==> config.mk <==
export PLATFORM = sky130hd
export DESIGN_NAME = vga_window_scaler
export DESIGN_NICKNAME = d
export VERILOG_FILES = /design/src/rtl/vga_pkg.sv /design/src/rtl/vga_timing_gen.sv /design/src/rtl/vga_window_scaler.sv
export SDC_FILE = /design/constraint.sdc
export NUM_CORES = 1
export LEC_CHECK = 0
export CAP_MARGIN = 40
export CELL_PAD_IN_SITES_DETAIL_PLACEMENT = 0
export CELL_PAD_IN_SITES_GLOBAL_PLACEMENT = 1
export CORE_ASPECT_RATIO = 0.8
export CORE_MARGIN = 2
export CORE_UTILIZATION = 35
export DETAILED_ROUTE_END_ITERATION = 10
export GPL_ROUTABILITY_DRIVEN = 0
export PLACE_DENSITY = 0.78
export SETUP_SLACK_MARGIN = 0.2
export SYNTH_ARGS = -nofsm -noshare
export SYNTH_HDL_FRONTEND = slang
export SYNTH_SLANG_ARGS = --single-unit
==> constraint.sdc <==
create_clock -name clk -period 3.89 [get_ports clk]
set_clock_uncertainty 0.2 [all_clocks]
set_input_delay 0.778 -clock clk [delete_from_list [all_inputs] [get_ports clk]]
set_output_delay 0.778 -clock clk [all_outputs]
set_load 0.005 [all_outputs]
==> src/rtl/vga_pkg.sv <==
// rtl/vga_pkg.sv - shared VGA timing defaults, colour mode type and pipeline control word
package vga_pkg;

    // Default 640x480@60 timing (25 MHz pixel clock)
    localparam int VGA_H_ACTIVE = 640;
    localparam int VGA_H_FP     = 16;
    localparam int VGA_H_SYNC   = 96;
    localparam int VGA_H_BP     = 48;
    localparam int VGA_V_ACTIVE = 480;
    localparam int VGA_V_FP     = 10;
    localparam int VGA_V_SYNC   = 2;
    localparam int VGA_V_BP     = 33;

    typedef enum logic {
        CM_GRAY   = 1'b0,
        CM_RGB332 = 1'b1
    } color_mode_e;

    // Per-pixel control word that travels alongside the RAM read
    typedef struct packed {
        logic        hsync;
        logic        vsync;
        logic        active;
        logic        in_win;
        logic        frame_start;
        color_mode_e mode;
    } pix_ctl_t;

    localparam pix_ctl_t PIX_CTL_IDLE = '{
        hsync:       1'b1,
        vsync:       1'b1,
        active:      1'b0,
        in_win:      1'b0,
        frame_start: 1'b0,
        mode:        CM_GRAY
    };

    function automatic int h_total(input int active, input int fp, input int sync, input int bp);
        return active + fp + sync + bp;
    endfunction

    function automatic int v_total(input int active, input int fp, input int sync, input int bp);
        return active + fp + sync + bp;
    endfunction

    // RGB332 to 24-bit by bit replication: returns {r, g, b}
    function automatic logic [23:0] rgb332_expand(input logic [7:0] p);
        return {p[7:5], p[7:5], p[7:6],
                p[4:2], p[4:2], p[4:3],
                p[1:0], p[1:0], p[1:0], p[1:0]};
    endfunction

endpackage

==> src/rtl/vga_timing_gen.sv <==
// rtl/vga_timing_gen.sv - pixel/line counters with sync and active-video decode
// Ports:
//   clk, reset          pixel clock, async active-high reset
//   h_cnt, v_cnt        current pixel / line position (stage 0)
//   hsync, vsync        active-low syncs decoded from the counters (combinational)
//   active              visible-area flag
//   frame_end           high on the last pixel of the last line
module vga_timing_gen
    import vga_pkg::*;
#(
    parameter int H_ACTIVE = VGA_H_ACTIVE,
    parameter int H_FP     = VGA_H_FP,
    parameter int H_SYNC   = VGA_H_SYNC,
    parameter int H_BP     = VGA_H_BP,
    parameter int V_ACTIVE = VGA_V_ACTIVE,
    parameter int V_FP     = VGA_V_FP,
    parameter int V_SYNC   = VGA_V_SYNC,
    parameter int V_BP     = VGA_V_BP,
    parameter int HW       = 10,
    parameter int VW       = 10
) (
    input  logic          clk,
    input  logic          reset,
    output logic [HW-1:0] h_cnt,
    output logic [VW-1:0] v_cnt,
    output logic          hsync,
    output logic          vsync,
    output logic          active,
    output logic          frame_end
);

    localparam int H_TOT = h_total(H_ACTIVE, H_FP, H_SYNC, H_BP);
    localparam int V_TOT = v_total(V_ACTIVE, V_FP, V_SYNC, V_BP);

    localparam logic [HW-1:0] H_LAST   = HW'(H_TOT - 1);
    localparam logic [VW-1:0] V_LAST   = VW'(V_TOT - 1);
    localparam logic [HW-1:0] H_VIS    = HW'(H_ACTIVE);
    localparam logic [VW-1:0] V_VIS    = VW'(V_ACTIVE);
    localparam logic [HW-1:0] HS_START = HW'(H_ACTIVE + H_FP);
    localparam logic [HW-1:0] HS_END   = HW'(H_ACTIVE + H_FP + H_SYNC);
    localparam logic [VW-1:0] VS_START = VW'(V_ACTIVE + V_FP);
    localparam logic [VW-1:0] VS_END   = VW'(V_ACTIVE + V_FP + V_SYNC);

    always_ff @(posedge clk or posedge reset) begin
        if (reset) begin
            h_cnt <= '0;
            v_cnt <= '0;
        end else if (h_cnt == H_LAST) begin
            h_cnt <= '0;
            if (v_cnt == V_LAST) begin
                v_cnt <= '0;
            end else begin
                v_cnt <= v_cnt + VW'(1);
            end
        end else begin
            h_cnt <= h_cnt + HW'(1);
        end
    end

    // Decodes stay combinational; the top registers them into its latency pipe
    always_comb begin
        hsync     = !((h_cnt >= HS_START) && (h_cnt < HS_END));
        vsync     = !((v_cnt >= VS_START) && (v_cnt < VS_END));
        active    = (h_cnt < H_VIS) && (v_cnt < V_VIS);
        frame_end = (h_cnt == H_LAST) && (v_cnt == V_LAST);
    end

endmodule

==> src/rtl/vga_window_scaler.sv <==
// rtl/vga_window_scaler.sv - VGA back end with positioned, integer-scaled framebuffer window
// Ports:
//   clk, reset                  pixel clock, async active-high reset
//   win_x, win_y                window top-left corner (shadowed at frame end)
//   scale_sh                    scale = 1 << scale_sh, 3 treated as 2 (shadowed)
//   color_mode                  0 gray replicate, 1 RGB332 expand (shadowed)
//   ram_addr, ram_rdata         framebuffer read port, data RAM_LAT cycles after address
//   hsync, vsync, blank, sync   active-low syncs, blank high = video on, sync tied 0
//   rgb_r, rgb_g, rgb_b         colour, aligned with syncs
//   frame_start                 pulse with the first active pixel of each frame
module vga_window_scaler
    import vga_pkg::*;
#(
    parameter int         H_ACTIVE = VGA_H_ACTIVE,
    parameter int         H_FP     = VGA_H_FP,
    parameter int         H_SYNC   = VGA_H_SYNC,
    parameter int         H_BP     = VGA_H_BP,
    parameter int         V_ACTIVE = VGA_V_ACTIVE,
    parameter int         V_FP     = VGA_V_FP,
    parameter int         V_SYNC   = VGA_V_SYNC,
    parameter int         V_BP     = VGA_V_BP,
    parameter int         IMG_W    = 256,
    parameter int         IMG_H    = 256,
    parameter int         ADDR_W   = 16,
    parameter int         RAM_LAT  = 1,
    parameter logic [7:0] BORDER   = 8'h00
) (
    input  logic              clk,
    input  logic              reset,
    input  logic [9:0]        win_x,
    input  logic [9:0]        win_y,
    input  logic [1:0]        scale_sh,
    input  logic              color_mode,
    output logic [ADDR_W-1:0] ram_addr,
    input  logic [7:0]        ram_rdata,
    output logic              hsync,
    output logic              vsync,
    output logic              blank,
    output logic              sync,
    output logic [7:0]        rgb_r,
    output logic [7:0]        rgb_g,
    output logic [7:0]        rgb_b,
    output logic              frame_start
);

    localparam int H_TOT    = h_total(H_ACTIVE, H_FP, H_SYNC, H_BP);
    localparam int V_TOT    = v_total(V_ACTIVE, V_FP, V_SYNC, V_BP);
    localparam int HW       = $clog2(H_TOT);
    localparam int VW       = $clog2(V_TOT);
    localparam int IMG_W_LG = $clog2(IMG_W);
    // Control stages between the counters and the output register:
    // one for the address register plus one per RAM latency cycle
    localparam int PIPE_D   = RAM_LAT + 1;

    logic [HW-1:0] h_cnt;
    logic [VW-1:0] v_cnt;
    logic          tg_hsync;
    logic          tg_vsync;
    logic          tg_active;
    logic          tg_frame_end;

    vga_timing_gen #(
        .H_ACTIVE (H_ACTIVE),
        .H_FP     (H_FP),
        .H_SYNC   (H_SYNC),
        .H_BP     (H_BP),
        .V_ACTIVE (V_ACTIVE),
        .V_FP     (V_FP),
        .V_SYNC   (V_SYNC),
        .V_BP     (V_BP),
        .HW       (HW),
        .VW       (VW)
    ) u_timing (
        .clk       (clk),
        .reset     (reset),
        .h_cnt     (h_cnt),
        .v_cnt     (v_cnt),
        .hsync     (tg_hsync),
        .vsync     (tg_vsync),
        .active    (tg_active),
        .frame_end (tg_frame_end)
    );

    // Shadow window settings: loaded only on the final pixel of a frame so
    // the whole next frame sees one consistent geometry and colour mode
    logic [9:0]  sh_wx;
    logic [9:0]  sh_wy;
    logic [1:0]  sh_s;
    color_mode_e sh_mode;

    always_ff @(posedge clk or posedge reset) begin
        if (reset) begin
            sh_wx   <= '0;
            sh_wy   <= '0;
            sh_s    <= '0;
            sh_mode <= CM_GRAY;
        end else if (tg_frame_end) begin
            sh_wx   <= win_x;
            sh_wy   <= win_y;
            sh_s    <= (scale_sh == 2'd3) ? 2'd2 : scale_sh;
            sh_mode <= color_mode_e'(color_mode);
        end
    end

    // Stage 0: window hit test and source address
    logic [15:0]       h16, v16, wx16, wy16;
    logic [15:0]       dx, dy, span_w, span_h, xs, ys;
    logic              in_win;
    logic [ADDR_W-1:0] addr_next;
    pix_ctl_t          ctl0;

    always_comb begin
        h16    = 16'(h_cnt);
        v16    = 16'(v_cnt);
        wx16   = 16'(sh_wx);
        wy16   = 16'(sh_wy);
        dx     = h16 - wx16;
        dy     = v16 - wy16;
        span_w = 16'(IMG_W) << sh_s;
        span_h = 16'(IMG_H) << sh_s;
        // dx/dy wrap when the position is left of / above the window,
        // so the explicit >= tests are what reject those pixels
        in_win = tg_active
              && (h16 >= wx16) && (dx < span_w)
              && (v16 >= wy16) && (dy < span_h);
        xs     = dx >> sh_s;
        ys     = dy >> sh_s;
        // IMG_W is a power of two and xs < IMG_W, so OR equals the row add
        addr_next = in_win ? ((ADDR_W'(ys) << IMG_W_LG) | ADDR_W'(xs)) : '0;

        ctl0.hsync       = tg_hsync;
        ctl0.vsync       = tg_vsync;
        ctl0.active      = tg_active;
        ctl0.in_win      = in_win;
        ctl0.frame_start = (h_cnt == '0) && (v_cnt == '0);
        ctl0.mode        = sh_mode;
    end

    // Address register plus control delay matching the RAM latency
    pix_ctl_t pipe [PIPE_D];

    always_ff @(posedge clk or posedge reset) begin
        if (reset) begin
            ram_addr <= '0;
            for (int i = 0; i < PIPE_D; i++) begin
                pipe[i] <= PIX_CTL_IDLE;
            end
        end else begin
            ram_addr <= addr_next;
            pipe[0]  <= ctl0;
            for (int i = 1; i < PIPE_D; i++) begin
                pipe[i] <= pipe[i-1];
            end
        end
    end

    // Output stage: control word now lines up with ram_rdata
    pix_ctl_t    ctl_q;
    logic [23:0] pix_rgb;

    always_comb begin
        ctl_q   = pipe[PIPE_D-1];
        pix_rgb = '0;
        if (ctl_q.active) begin
            if (!ctl_q.in_win) begin
                pix_rgb = {BORDER, BORDER, BORDER};
            end else if (ctl_q.mode == CM_RGB332) begin
                pix_rgb = rgb332_expand(ram_rdata);
            end else begin
                pix_rgb = {ram_rdata, ram_rdata, ram_rdata};
            end
        end
    end

    always_ff @(posedge clk or posedge reset) begin
        if (reset) begin
            hsync       <= 1'b1;
            vsync       <= 1'b1;
            blank       <= 1'b0;
            rgb_r       <= '0;
            rgb_g       <= '0;
            rgb_b       <= '0;
            frame_start <= 1'b0;
        end else begin
            hsync       <= ctl_q.hsync;
            vsync       <= ctl_q.vsync;
            blank       <= ctl_q.active;
            rgb_r       <= pix_rgb[23:16];
            rgb_g       <= pix_rgb[15:8];
            rgb_b       <= pix_rgb[7:0];
            frame_start <= ctl_q.frame_start;
        end
    end

    assign sync = 1'b0;

endmodule
# Yosys cells after proc, flatten, opt, wreduce, memory -nomap -nowiden

Cells that the tools add are included.

Flip-flop bits (word level): 99
Output and inout port bits: 45
Word-level logic and storage cells: 67

Add/subtract/negate cells: 4
Magnitude comparators: 10
Equality and inequality tests: 3
Shifts and indexed selects: 3
Multiplexer cells: 7
Bitwise logic cells: 1
Reduce and logical (&&, ||, !) cells: 13

Operator list:

| kind                                                 | number |
|---|---|
| 2-to-1 mux 24 bit                                    | 2 |
| < comparator 16 bit                                  | 2 |
| subtractor 10 x 10 -> 11 bit                         | 2 |
| 2-to-1 mux 21 bit                                    | 1 |
| adder 10 x 1 -> 10 bit, second input constant        | 2 |
| equality test 10 bit, second input constant          | 2 |
| >= comparator 10 bit                                 | 2 |
| logical NOT 10 bit                                   | 2 |
| < comparator 10 bit, second input constant           | 2 |
| < comparator 10 x 9 -> 1 bit, second input constant  | 2 |
| 2-to-1 mux 10 bit                                    | 2 |
| 2-to-1 mux 16 bit                                    | 1 |
| OR 16 bit                                            | 1 |
| left shift 9 x 2 -> 16 bit, first input constant     | 1 |
| right shift 16 x 2 -> 16 bit                         | 1 |
| right shift 16 x 2 -> 8 bit                          | 1 |
| >= comparator 10 bit, second input constant          | 1 |
| >= comparator 10 x 9 -> 1 bit, second input constant | 1 |
| logical AND 1 bit                                    | 9 |
| equality test 2 bit, second input constant           | 1 |
| logical NOT 1 bit                                    | 2 |
| 2-to-1 mux 2 bit                                     | 1 |

# Depth between registers and ports, before layout

Depth in word-level cells: 7
Mapped depth: 17

# By module

Synthesis repeated with hierarchy kept, for this count alone.

Cell total of the unflattened synthesis: 565
Area, all modules: 5526.6 um^2

Modules (own cells, without submodules):

| module            | instances | cells an instance | area an instance (um^2) | sequential area each (um^2) |
|---|---|---|---|---|
| vga_window_scaler | 1         | 450               | 4394.2                  | 1984.4 |
| vga_timing_gen    | 1         | 115               | 1132.3                  | 500.5 |

# Worst setup path after synthesis

No wires, ideal clock.

Path type: register to register
Start: reg u_timing.h_cnt[0]
End: reg ram_addr[13]
Setup time: 94 ps
Data arrival time: 3360 ps
Setup slack: 236 ps
Cell stages (with the launch flop): 18
Buffers on the path: 1
Period minus slack after synthesis: 3654 ps
Cell sequence: dfrtp_1 > inv_1 > ha_1 > inv_1 > fa_1 > a21o_1 > a221oi_2 > a21oi_2 > a31o_4 > inv_2 > ha_1 > o21ai_0 > a21oi_1 > nor2_1 > o2111ai_1 > a2111o_1 > buf_6 > a221oi_2

Longest elaborated chain between the ends: 7
Elaborated cells on any way between the ends: 12
Classes of those cells: add/sub: 1; order compare: 3; shift: 1; mux: 1; bitwise: 1; reduce/logical: 5

RTL lines:

| item                                                        | line                     | text |
|---|---|---|
| start, declared                                             | vga_timing_gen.sv:24     | `output logic [HW-1:0] h_cnt,` |
| start signal, assigned                                      | vga_timing_gen.sv:56     | `h_cnt <= h_cnt + HW'(1);` |
| branches (longest 6 deep; another with < comparator 16 bit) | n/a                      |  |
| 2-to-1 mux 16 bit *                                         | vga_window_scaler.sv:129 | `addr_next = in_win ? ((ADDR_W'(ys) << IMG_W_LG) \| ADDR_W'(xs)) : '0;` |
| net addr_next[13]                                           | vga_window_scaler.sv:109 | `logic [ADDR_W-1:0] addr_next;` |
| end signal, assigned                                        | vga_window_scaler.sv:149 | `ram_addr <= addr_next;` |
| end, declared                                               | vga_window_scaler.sv:34  | `output logic [ADDR_W-1:0] ram_addr,` |

Mark *: on every way through the listed nets, which the timed path passes.
A chain may end at the register's enable or synchronous reset.

# Worst setup path in the final report

Start: reg u_timing.h_cnt[0]
End: reg ram_addr[6]

The elaborated chain is that of the path after synthesis.

==> results.tsv <==
stage	metric	value	unit
worst_setup_path	critical setup path kind	register to register	
finish	ratio of cells with drive above 1 in the final layout	15.88	%
power_and_ir_drop	portion of total power attributed to combinational logic	3.1	%
finish	Non-Filler Cell Area, Final	0.007041	mm²
worst_setup_path	RR Endpoint	ram_addr[6]$_DFF_PP0_	
worst_setup_path	required arrival time at the worst endpoint	3.96	ns
grt	global routing usage summed across all routing layers	16.96	%
worst_setup_path	Register-to-Register Setup Slack	0.13	ns
worst_setup_path	CP arrival	3.83	ns
cts	TritonCTS buffer count	9	
logic_synthesis	share of synthesized area spent on multiplexers	4.989	%
logic_synthesis	XOR/XNOR share of the synthesized area	3.862	%
min_path	worst min-delay path category	register to register	
drt	highest routed metal layer	met4	
floorplanning	Top-Level Pins	78	
place	Final HPWL DP	9741	µm
power_and_ir_drop	fraction of power spent switching nets	24.04	%
place	placed insts	841	
floorplanning	standard cell core area	0.01511	mm²
timing	tightest slew margin relative to the limit	53.31	%
finish	Inserted Diodes	0	
drt	detailed-route vias per instance	5.062	
timing	highest achievable clock rate	266.2	MHz
cts	clock latency of the later-clocked register in the worst-skew pair	0.36	ns
grt	global-route wire length before repair	21890	µm
logic_synthesis	cell area after synthesis	0.005443	mm²
floorplanning	die footprint	0.01657	mm²
finish	commonest cells after routing, fill and taps aside	sky130_fd_sc_hd__dfrtp_1 (93), sky130_fd_sc_hd__clkdlybuf4s50_1 (76), sky130_fd_sc_hd__nand2_1 (54)	
worst_setup_path	beginning of the worst register-to-register path	u_timing.h_cnt[0]$_DFF_PP0_	
logic_synthesis	combinational family with the most area after synthesis	compound AO/OA/AOI/OAI gates	
drt	WL met3	820	µm
drt	DRT iter0 DRCs	317	
finish	most common library cell in the layout ignoring fill and taps	sky130_fd_sc_hd__dfrtp_1	
timing	number of failing setup endpoints in the final timing report	0	
grt	largest net degree at the start of global routing	53	
status	run status	finished clean	
power_and_ir_drop	peak ir drop on the vdd network	0.0002110	V
logic_synthesis	count of warnings emitted by yosys	0	
cts	clk sink count	99	
grt	antenna violations before repair	0	
drt	average wire per cell in the routed design	15.41	µm
worst_setup_path	critical path launch point type	register	
logic_synthesis	share of synthesized area occupied by flip-flops and latches	45.66	%
min_path	destination of the worst hold path	ctl_q[0]$_DFF_PP0_	
logic_synthesis	adder and majority cell fraction of the synthesized area	8.322	%
worst_setup_path	kind of capture point of the worst setup path	register	
power_and_ir_drop	Pleak	3.190	nW
power_and_ir_drop	share of power burned in registers	51.3	%
logic_synthesis	post-synthesis simple-gate area fraction	16.05	%
drt	post-detailed-route count of antenna-violating nets	0	
place	worst setup slack before clock tree synthesis	-0.03843	ns
power_and_ir_drop	total design power	2.005	mW
cts	cell at the root of the clock tree	sky130_fd_sc_hd__clkbuf_16	
logic_synthesis	count of unique library cells instantiated by Yosys	66	
floorplanning	initial core utilization	36.01	%
logic_synthesis	Syn Inst Count	553	
logic_synthesis	prevailing post-synth register cell	sky130_fd_sc_hd__dfrtp_1	
place	Buffers on Ports	76	
finish	count of non-filler cells in the finished layout	865	
cts	count of H-tree levels built during CTS	3	
logic_synthesis	share of flip-flops with an asynchronous set or reset after synthesis	100.0	%
worst_setup_path	reg2reg path depth	17	
logic_synthesis	post-synth net total	621	
timing	final slew viol count	0	
finish	net count of the finished layout	718	
cts	Worst-path clk slew	0.08	ns
drt	total length of routed wires	13330	µm
timing	setup total negative slack	0	ns
min_path	beginning of the worst hold path	pipe[6]$_DFF_PP0_	
power_and_ir_drop	Cell Pwr Density	284.8	mW/mm²
logic_synthesis	post-synthesis compound-gate area fraction	16.39	%
logic_synthesis	number of synthesized flops with an enable pin	0	
drt	DRC violations left	0	
finish	sequential cell area	0.002485	mm²
timing	final worst path period need	3.756	ns
run	count of max-cap constraint violations	0	
worst_setup_path	crit-path max FO	5	
cts	clock tree from TritonCTS	built	
finish	area of the multi-input gates	0.002793	mm²
grt	via count of the first global-routing pass	4242	
finish	Layout Utilization	46.58	%
timing	setup repair after global routing missed its margin	yes	
finish	fill cell count	1447	
finish	area overhead of the layout relative to synthesis	29.36	%
drt	length of routed met2 wiring	5918	µm
place	Placed Instance Area	0.006573	mm²
power_and_ir_drop	design internal power	1.523	mW
min_path	worst hold path depth	0	
drt	met1 wire length	6459	µm
logic_synthesis	total of flip-flops plus latches after synthesis	99	
grt	residual overflow from global routing	0	
timing	actual transition at the worst max-transition pin	0.7003	ns
logic_synthesis	Mean Syn Cell Area	9.842	µm²
floorplanning	width of the chip	143.4	µm
drt	first drt pass iteration count	4	
power_and_ir_drop	switching power total	482.0	µW
floorplanning	die outline height	115.5	µm
timing	slack of the critical path	0.1337	ns
timing	WHS	0.1525	ns
drt	routed via count	4379	
floorplanning	count of standard-cell rows	40	
cts	number of buffers on the longest clock path	2	
timing	Final Cycle Share	96.56	%
timing	final hold viol count	0	
power_and_ir_drop	portion of total power attributed to the clock network	45.6	%
[layout make-up]
class | instances | share of cell area (%)
Tap cell | 210 | 3.732
Clock buffer | 9 | 3.199
Sequential cell | 99 | 35.29
Inverter | 38 | 2.133
Timing Repair Buffer | 110 | 14.71
Clock inverter | 7 | 1.262
Multi-Input combinational cell | 392 | 39.67
[cells in the mapped netlist, types with 3 or more instances]
cell type / count / area, µm²
sky130_fd_sc_hd__nand3_1: 21 / 105.1
sky130_fd_sc_hd__xor2_1: 10 / 87.58
sky130_fd_sc_hd__buf_2: 5 / 25.02
sky130_fd_sc_hd__nor2_1: 35 / 131.4
sky130_fd_sc_hd__mux2i_1: 8 / 80.08
sky130_fd_sc_hd__a221oi_2: 3 / 45.04
sky130_fd_sc_hd__and4_1: 3 / 26.28
sky130_fd_sc_hd__clkbuf_1: 14 / 52.55
sky130_fd_sc_hd__nand2b_1: 13 / 81.33
sky130_fd_sc_hd__a31oi_1: 4 / 25.02
sky130_fd_sc_hd__o21a_1: 8 / 60.06
sky130_fd_sc_hd__xnor2_1: 14 / 122.6
sky130_fd_sc_hd__a21o_1: 6 / 45.04
sky130_fd_sc_hd__a211oi_1: 5 / 37.54
sky130_fd_sc_hd__inv_1: 37 / 138.9
sky130_fd_sc_hd__dfrtp_1: 93 / 2327
sky130_fd_sc_hd__o21ai_0: 38 / 190.2
sky130_fd_sc_hd__and3_1: 13 / 81.33
sky130_fd_sc_hd__nand4_1: 7 / 43.79
sky130_fd_sc_hd__buf_1: 4 / 15.01
sky130_fd_sc_hd__mux2_2: 9 / 101.4
sky130_fd_sc_hd__a311oi_1: 3 / 26.28
sky130_fd_sc_hd__and2_1: 5 / 31.28
sky130_fd_sc_hd__ha_1: 33 / 412.9
sky130_fd_sc_hd__o2111ai_1: 3 / 26.28
sky130_fd_sc_hd__a211oi_2: 4 / 50.05
sky130_fd_sc_hd__nor2b_1: 5 / 31.28
sky130_fd_sc_hd__mux4_2: 4 / 90.09
sky130_fd_sc_hd__a21oi_1: 36 / 180.2
sky130_fd_sc_hd__dfstp_2: 6 / 157.7
sky130_fd_sc_hd__nand2_1: 54 / 202.7
sky130_fd_sc_hd__nor3_1: 9 / 45.04
[flip-flops by register name (all words and copies together), names as in the netlist]
| signal | cells |
|---|---|
| pipe | 6 |
| rgb_b | 8 |
| ram_addr | 16 |
| sh_wx | 10 |
| vsync | 1 |
| frame_start | 1 |
| sh_mode | 1 |
| blank | 1 |
| u_timing.h_cnt | 10 |
| sh_s | 2 |
| u_timing.v_cnt | 10 |
| ctl_q | 6 |
| rgb_g | 8 |
| rgb_r | 8 |
| sh_wy | 10 |
| hsync | 1 |
[critical path, cell delays in order (launching register included)]
cell and delay [ns]:
sky130_fd_sc_hd__dfrtp_1 0.39, sky130_fd_sc_hd__inv_2 0.08, sky130_fd_sc_hd__ha_4 0.15, sky130_fd_sc_hd__inv_4 0.04, sky130_fd_sc_hd__fa_2 0.35, sky130_fd_sc_hd__a21o_1 0.18, sky130_fd_sc_hd__a221oi_2 0.30, sky130_fd_sc_hd__a21oi_2 0.14
sky130_fd_sc_hd__a31o_4 0.27, sky130_fd_sc_hd__inv_4 0.07, sky130_fd_sc_hd__ha_4 0.19, sky130_fd_sc_hd__o21ai_2 0.12, sky130_fd_sc_hd__a21oi_1 0.05, sky130_fd_sc_hd__nor2_1 0.12, sky130_fd_sc_hd__o2111ai_2 0.15, sky130_fd_sc_hd__a2111o_2 0.57
sky130_fd_sc_hd__buf_6 0.18, sky130_fd_sc_hd__a211oi_2 0.14
[layer usage]
| layer | vias up | GRT usage, % |
|---|---|---|
| li1 | 2154 | - |
| met1 | 2100 | 24.62 |
| met2 | 114 | 25.21 |
| met3 | 11 | 4.669 |
| met4 | 0 | 4.183 |
| met5 | - | 0 |
[power by group through the flow]
| stage | Clock [mW] | Sequential [mW] | Combinational, mW |
|---|---|---|---|
| floorplan | 0 | 1.05 | 0.0189 |
| global placement | 0 | 1.05 | 0.0623 |
| detailed placement | 0 | 1.05 | 0.0639 |
| CTS | 0.947 | 1.03 | 0.0645 |
| global route | 1.00 | 1.03 | 0.0697 |
| finish | 0.915 | 1.03 | 0.0618 |
[kinds of logic (layout without fill, tap and decap cells)]
kind of cell	Yosys count	in the layout
compound gates	132	133
simple gates	178	178
flops	99	99
mux	21	21
other cells	1	1
xor+xnor	24	24
fa+ha+maj	35	35
buf+inv	63	164
[how the worst max path moves through the flow]
stage / start / to / slack, ns / depth (start not counted)
2_1_floorplan: u_timing.h_cnt[0]$_DFF_PP0_ / ram_addr[13]$_DFF_PP0_ / 0.24 / 17
3_3_place_gp: u_timing.h_cnt[0]$_DFF_PP0_ / ram_addr[3]$_DFF_PP0_ / 0.08 / 17
3_5_place_dp: u_timing.h_cnt[0]$_DFF_PP0_ / ram_addr[3]$_DFF_PP0_ / -0.04 / 17
4_1_cts: u_timing.h_cnt[0]$_DFF_PP0_ / ram_addr[3]$_DFF_PP0_ / 0.21 / 16
5_1_grt: u_timing.h_cnt[6]$_DFF_PP0_ / ram_addr[13]$_DFF_PP0_ / -0.03 / 13
6_report: u_timing.h_cnt[0]$_DFF_PP0_ / ram_addr[6]$_DFF_PP0_ / 0.13 / 17
[timing repair]
item                       4_1_cts  5_1_grt
setup endpoints to repair       17       17
pin swaps                        7       16
hold buffers                     0        0
buffers inserted                 4        3
gates cloned                     1        0
gates resized for setup          9       17
hold endpoints to repair         0        0
Power figures use the tool's default switching activity.
